File: src/rtl/spi_extcon_slave_pkg.sv
// Shared definitions for the extcon SPI peer receiver: geometry, FSM encoding, beat payload
// and the system/link clock ratio elaboration check. Optional stats: SPI_EXTCON_SLAVE_STAT_EN.
`timescale 1ns/1ps

`ifndef SPI_EXTCON_CHECK_RATIO
`define SPI_EXTCON_CHECK_RATIO(SYS_HZ, SPI_HZ) \
  if (((SYS_HZ) / (SPI_HZ)) < 6) begin : g_ratio_err \
    $error("spi_extcon_slave: system clock must be at least 6x the link clock"); \
  end
`endif

package spi_extcon_slave_pkg;

  localparam int unsigned LANES      = 8;
  localparam int unsigned LANE_W     = 8;
  localparam int unsigned WORD_W     = LANES * LANE_W;
  localparam int unsigned BIT_CNT_W  = 3;
  localparam int unsigned FRM_CNT_W  = 16;
  localparam int unsigned WORD_CNT_W = 16;
  localparam int unsigned ERR_CNT_W  = 8;

  typedef enum logic [1:0] {
    ST_IDLE  = 2'd0,
    ST_SHIFT = 2'd1,
    ST_FLUSH = 2'd2
  } state_e;

  typedef struct packed {
    logic              last;
    logic [WORD_W-1:0] data;
  } beat_t;

endpackage

File: src/rtl/spi_lane_deser.sv
// One lane's MSB-first deserialiser: shifts the synchronised lane bit in on each enable.
`timescale 1ns/1ps

module spi_lane_deser
  import spi_extcon_slave_pkg::*;
(
  input  logic              iclk,
  input  logic              irst_n,
  input  logic              shift_en,
  input  logic              din,
  output logic [LANE_W-1:0] q
);

  always_ff @(posedge iclk) begin
    if (!irst_n) begin
      q <= '0;
    end else if (shift_en) begin
      q <= {q[LANE_W-2:0], din};
    end
  end

endmodule

File: src/rtl/spi_extcon_slave.sv
// Extcon SPI peer receiver: oversamples sclk/cs/8 lanes, builds 64-bit words, streams them
// with a last flag one word behind. Optional counters when SPI_EXTCON_SLAVE_STAT_EN is defined.
`timescale 1ns/1ps

module spi_extcon_slave
  import spi_extcon_slave_pkg::*;
#(
  parameter int unsigned pSyS_clk = 125_000_000,
  parameter int unsigned pSPI_clk = 12_500_000,
  parameter logic        pCS_ACT  = 1'b1
) (
  input  logic              iclk,
  input  logic              irst_n,
  input  logic              spi_iclk,
  input  logic              spi_ics,
  input  logic [LANES-1:0]  spi_idata,
  output logic              oval,
  output logic [WORD_W-1:0] odata,
  output logic              olast,
  input  logic              iready,
  output logic              oerr_stb
`ifdef SPI_EXTCON_SLAVE_STAT_EN
  ,
  output logic [FRM_CNT_W-1:0]  ofrm_cnt,
  output logic [WORD_CNT_W-1:0] oword_cnt,
  output logic [ERR_CNT_W-1:0]  oerr_cnt
`endif
);

  `SPI_EXTCON_CHECK_RATIO(pSyS_clk, pSPI_clk)

  logic [2:0]                   sclk_sync;
  logic [1:0]                   cs_sync;
  logic [LANES-1:0]             data_s1;
  logic [LANES-1:0]             data_s2;
  logic                         rise_c;
  logic                         cs_act_c;
  logic                         shift_en_c;

  state_e                       state;
  logic [BIT_CNT_W-1:0]         bitcnt;
  logic                         word_done;
  logic                         pend_vld;
  logic [WORD_W-1:0]            pend_data;
  logic [LANES-1:0][LANE_W-1:0] lane_q;

  logic                         push_c;
  beat_t                        push_beat_c;
  logic                         load_c;
  logic                         overflow_c;
  logic                         partial_c;

  // Two-flop synchronisers; the third sclk flop only serves rise detection.
  always_ff @(posedge iclk) begin
    if (!irst_n) begin
      sclk_sync <= '0;
      cs_sync   <= {2{~pCS_ACT}};
      data_s1   <= '0;
      data_s2   <= '0;
    end else begin
      sclk_sync <= {sclk_sync[1:0], spi_iclk};
      cs_sync   <= {cs_sync[0], spi_ics};
      data_s1   <= spi_idata;
      data_s2   <= data_s1;
    end
  end

  assign rise_c     = sclk_sync[1] & ~sclk_sync[2];
  assign cs_act_c   = (cs_sync[1] == pCS_ACT);
  assign shift_en_c = (state == ST_SHIFT) && cs_act_c && rise_c;

  for (genvar g = 0; g < LANES; g++) begin : g_lane
    spi_lane_deser u_lane (
      .iclk     (iclk),
      .irst_n   (irst_n),
      .shift_en (shift_en_c),
      .din      (data_s2[g]),
      .q        (lane_q[g])
    );
  end

  // FLUSH is entered only once any in-flight word has reached the pending register.
  assign partial_c = (state == ST_SHIFT) && !cs_act_c && !word_done && (bitcnt != '0);

  always_comb begin
    push_c      = 1'b0;
    push_beat_c = '0;
    if ((state == ST_SHIFT) && word_done && pend_vld) begin
      push_c      = 1'b1;
      push_beat_c = '{last: 1'b0, data: pend_data};
    end else if ((state == ST_FLUSH) && pend_vld) begin
      push_c      = 1'b1;
      push_beat_c = '{last: 1'b1, data: pend_data};
    end
  end

  assign load_c     = push_c && (!oval || iready);
  assign overflow_c = push_c && oval && !iready;

  always_ff @(posedge iclk) begin
    if (!irst_n) begin
      state     <= ST_IDLE;
      bitcnt    <= '0;
      word_done <= 1'b0;
      pend_vld  <= 1'b0;
      pend_data <= '0;
    end else begin
      word_done <= 1'b0;
      case (state)
        ST_IDLE: begin
          if (cs_act_c) begin
            state    <= ST_SHIFT;
            bitcnt   <= '0;
            pend_vld <= 1'b0;
          end
        end
        ST_SHIFT: begin
          if (shift_en_c) begin
            bitcnt <= bitcnt + BIT_CNT_W'(1);
            if (bitcnt == BIT_CNT_W'(LANE_W - 1)) begin
              word_done <= 1'b1;
            end
          end
          if (word_done) begin
            pend_data <= lane_q;
            pend_vld  <= 1'b1;
          end
          if (!cs_act_c && !word_done) begin
            state <= ST_FLUSH;
          end
        end
        ST_FLUSH: begin
          pend_vld <= 1'b0;
          state    <= ST_IDLE;
        end
        default: state <= ST_IDLE;
      endcase
    end
  end

  // Output holding register; a push that cannot land is dropped and flagged.
  always_ff @(posedge iclk) begin
    if (!irst_n) begin
      oval     <= 1'b0;
      odata    <= '0;
      olast    <= 1'b0;
      oerr_stb <= 1'b0;
    end else begin
      oerr_stb <= partial_c || overflow_c;
      if (load_c) begin
        oval  <= 1'b1;
        odata <= push_beat_c.data;
        olast <= push_beat_c.last;
      end else if (oval && iready) begin
        oval  <= 1'b0;
        olast <= 1'b0;
      end
    end
  end

`ifdef SPI_EXTCON_SLAVE_STAT_EN
  always_ff @(posedge iclk) begin
    if (!irst_n) begin
      ofrm_cnt  <= '0;
      oword_cnt <= '0;
      oerr_cnt  <= '0;
    end else begin
      if ((state == ST_FLUSH) && pend_vld) begin
        ofrm_cnt <= ofrm_cnt + FRM_CNT_W'(1);
      end
      if (load_c) begin
        oword_cnt <= oword_cnt + WORD_CNT_W'(1);
      end
      if (oerr_stb) begin
        oerr_cnt <= oerr_cnt + ERR_CNT_W'(1);
      end
    end
  end
`endif

endmodule
File: config.mk
export PLATFORM = sky130hd
export DESIGN_NAME = spi_extcon_slave
export DESIGN_NICKNAME = d
export VERILOG_FILES = /design/src/rtl/spi_extcon_slave_pkg.sv /design/src/rtl/spi_lane_deser.sv /design/src/rtl/spi_extcon_slave.sv
export SDC_FILE = /design/constraint.sdc
export NUM_CORES = 1
export LEC_CHECK = 0
export ABC_AREA = 1
export BUFFER_PORTS_ARGS = -buffer_cell sky130_fd_sc_hd__buf_2
export CORE_MARGIN = 2
export CORE_UTILIZATION = 40
export CTS_BUF_LIST = sky130_fd_sc_hd__clkbuf_8
export DETAILED_ROUTE_END_ITERATION = 16
export GPL_ROUTABILITY_DRIVEN = 0
export PLACE_DENSITY = 0.68
export SKIP_LAST_GASP = 1
export SLEW_MARGIN = 20
export SYNTH_ARGS = -nofsm -noshare
export SYNTH_HDL_FRONTEND = slang
export SYNTH_HIERARCHICAL = 1
export SYNTH_SLANG_ARGS = --single-unit
File: constraint.sdc
create_clock -name iclk -period 3.9 [get_ports iclk]
set_input_delay 0.78 -clock iclk [delete_from_list [all_inputs] [get_ports iclk]]
set_output_delay 0.78 -clock iclk [all_outputs]
set_load 0.1 [all_outputs]
==> metrics.csv <==
metric,value,unit
Worst Path Buf+Inv,3,
final setup vio count,0,
largest delay contributor family on the critical path,buffers and inverters,
critical setup path kind,reg -> reg,
top cell types by occurrence after synthesis,"nand2_1, dfxtp_1, nor2_1, a21oi_1, inv_1",
storage element area,4460,um^2
total grt overflow,0,
vias in the first global route,6201,
"EDFF count, synth",0,
GRT Total Usage,14.8,%
Clock Skew,30.7,ps
fraction of layout cells with a size suffix above 1,14.0,%
dominant cells by area after synthesis,"dfxtp_1, nand2_1, a21oi_1",
largest net degree at the start of global routing,93,
critical path required time,4290,ps
Leak,3.86,nW
worst r2r dst,g_lane[1].u_lane/q[2],
initial core utilization,40.8,%
DRT iter0 DRCs,404,
nets,1190,
Setup Buffers After CTS,0,
initial antenna violation count,0,
fin. max-slew vios,0,
post-synth top area share,51.9,%
CP Max Fanout,84,
R2R Setup Slk,1600,ps
Placeable Area,21100,um^2
Ports,80,
Post-synth top flop,dfxtp_1,
Synth-to-Final Area Change,10.3,%
Die ar.,22700,um^2
Layout fillers,2128,
clock sink count,223,
origin of the critical flop-to-flop path,state[0],
Hold Path Cell Cnt,2,
H-tree Lvls,2,
post-layout minimum cycle time,2300,ps
Detail Route Antenna Nets,0,
crit path cell chain,inv_2 -> nor2_2 -> nand3_1 -> inv_4 -> buf_4 -> nand2_1 -> nand2_1 -> nor2_1,
area occupied by multi-input gates,3030,um^2
post-layout util,45.0,%
Worst Min Path Start,sclk_sync[0],
outcome,finished clean,
synth warn,6,
sequential area share after synthesis,51.9,%
post-synthesis async set-or-reset flop share,0,%
Hold Path Class,reg -> reg,
setup TNS,0,ps
Worst-path clk slew,60,ps
mapped cell area,8600,um^2
WHS Endpoint,sclk_sync[1],
worst-margin pin slew,914,ps
DRT Pass-1 Iters,5,
syn_nets,1142,
routed vias,6661,
instance count on the critical path,8,
slowest CP cell,inv_4,
CTS buffer count,37,
RSZ-0062 raised after global routing,false,
worst reg-to-reg path cell count,8,
drt total wl,16600,um
"flops & latches, synth",223,
slowest cell delay on critical path,710,ps
type of origin of the critical path,flip-flop,
CTS tree,done,
die width,151,um
I/O Buffers,79,
post-CTS resize count,0,
Crit. End Element,flip-flop,
most frequent CP cell,nand2_1,
Final Hold Fails,0,
# diodes,0,
CTS max path bufs,3,
first-pass GRT wire length,28100,um
worst hold margin,393,ps
syn avg cell area,7.64,um^2
post-synth top area cell,dfxtp_1,
row cnt,53,
Max-slew headroom,39.1,%
Skew-Pair Late Insertion Delay,520,ps
Finished Cell Area,9490,um^2
Post-DP HPWL,9690,um
post-place instance area,8760,um^2
unique cell type count in the Yosys netlist,24,
MaxCap Viol Count,0,
Max Fclk,434,MHz
top-count cell post-synth,nand2_1,
CTS Hold Bufs,0,
wire per inst,11.3,um
Worst Path Arrival,2700,ps
final worst-path cycle share,59.0,%
PwrDens,462,nW/um^2
setup ws final,1600,ps
Die Y,151,um
worst vdd ir,0.248,mV
Mapped Cells,1126,
# DRC,0,
root buf cell,clkbuf_8,
post-placement setup slack,1390,ps
Vias/cell,4.53,
## placed cells by master, fill, tap and decap left out, drive strengths merged
cell type  instances
nand2            300
dfxtp            223
nor2             160
a21oi            134
inv              131
buf               87
nand3             68
clkbuf            46
o21ai             31
clkinv             4
ha                 3
clkinvlp           2
nand4              1
nor4               1
a22oi              1
a21boi             1
or2                1
nor3               1
bufinv             1
## layout make-up
class / count / area share (%)
Inverter: 123 / 4.89
Clock inverter: 15 / 1.00
Timing Repair Buffer: 87 / 4.83
Clock buffer: 46 / 6.67
Multi-Input combinational cell: 702 / 31.9
Tap cell: 275 / 3.63
Sequential cell: 223 / 47.0
## per-stage QoR
step	total power [mW]	cells
2_1_floorplan	2.42	1126
3_3_place_gp	2.43	1410
3_5_place_dp	2.43	1410
4_1_cts	4.44	1471
5_1_grt	4.56	1471
6_report	4.38	1471
## worst max path at each step
stage                         from               endpoint
after floorplan               oval              odata[53]
after global placement      irst_n          pend_data[20]
after detailed placement    irst_n          pend_data[30]
after CTS                 state[0]  g_lane[0].u_lane/q[5]
after global routing      state[0]  g_lane[6].u_lane/q[7]
final                     state[0]  g_lane[1].u_lane/q[2]
## registers in the layout (all words and copies together), names as in the netlist, 2 cells and up
register and cells:
state 2, sclk_sync 3, cs_sync 2, bitcnt 3, g_lane.u_lane/q 64, pend_data 64, odata 64, data_s2 8
data_s1 8
## worst register-to-register path: stages, from the launching register on
cell	delay, ps
dfxtp_1	360
inv_2	60
nor2_2	180
nand3_1	270
inv_4	710
buf_4	410
nand2_1	90
nand2_1	60
nor2_1	40
## kinds of logic (layout without fill, tap and decap cells)
group                    count (synthesis)  count (layout)  synth area share (%)
buffers and inverters                  201             271                  13.0
AO/OA/AOI/OAI                          167             167                  9.78
adder cells (fa/ha/maj)                  3               3                 0.436
flip-flops                             223             223                  51.9
AND/OR/NAND/NOR                        532             532                  24.9
## report_power, final
part           switching (mW)  leakage [nW]  internal [mW]  total [mW]
clock                   0.878         0.403           1.12        2.00
combinational          0.0596          1.65         0.0263      0.0860
sequential            0.00428          1.80           2.29        2.29
## routing by layer
layer  GRT usage [%]  up-vias  wire length, um
li1                -     3566                -
met4            5.14        0              316
met5               0        -                0
met1            18.4     2961             7900
met2            25.3      105             7690
met3            3.42       29              721
No activity file was read; power rests on OpenSTA's default activity.
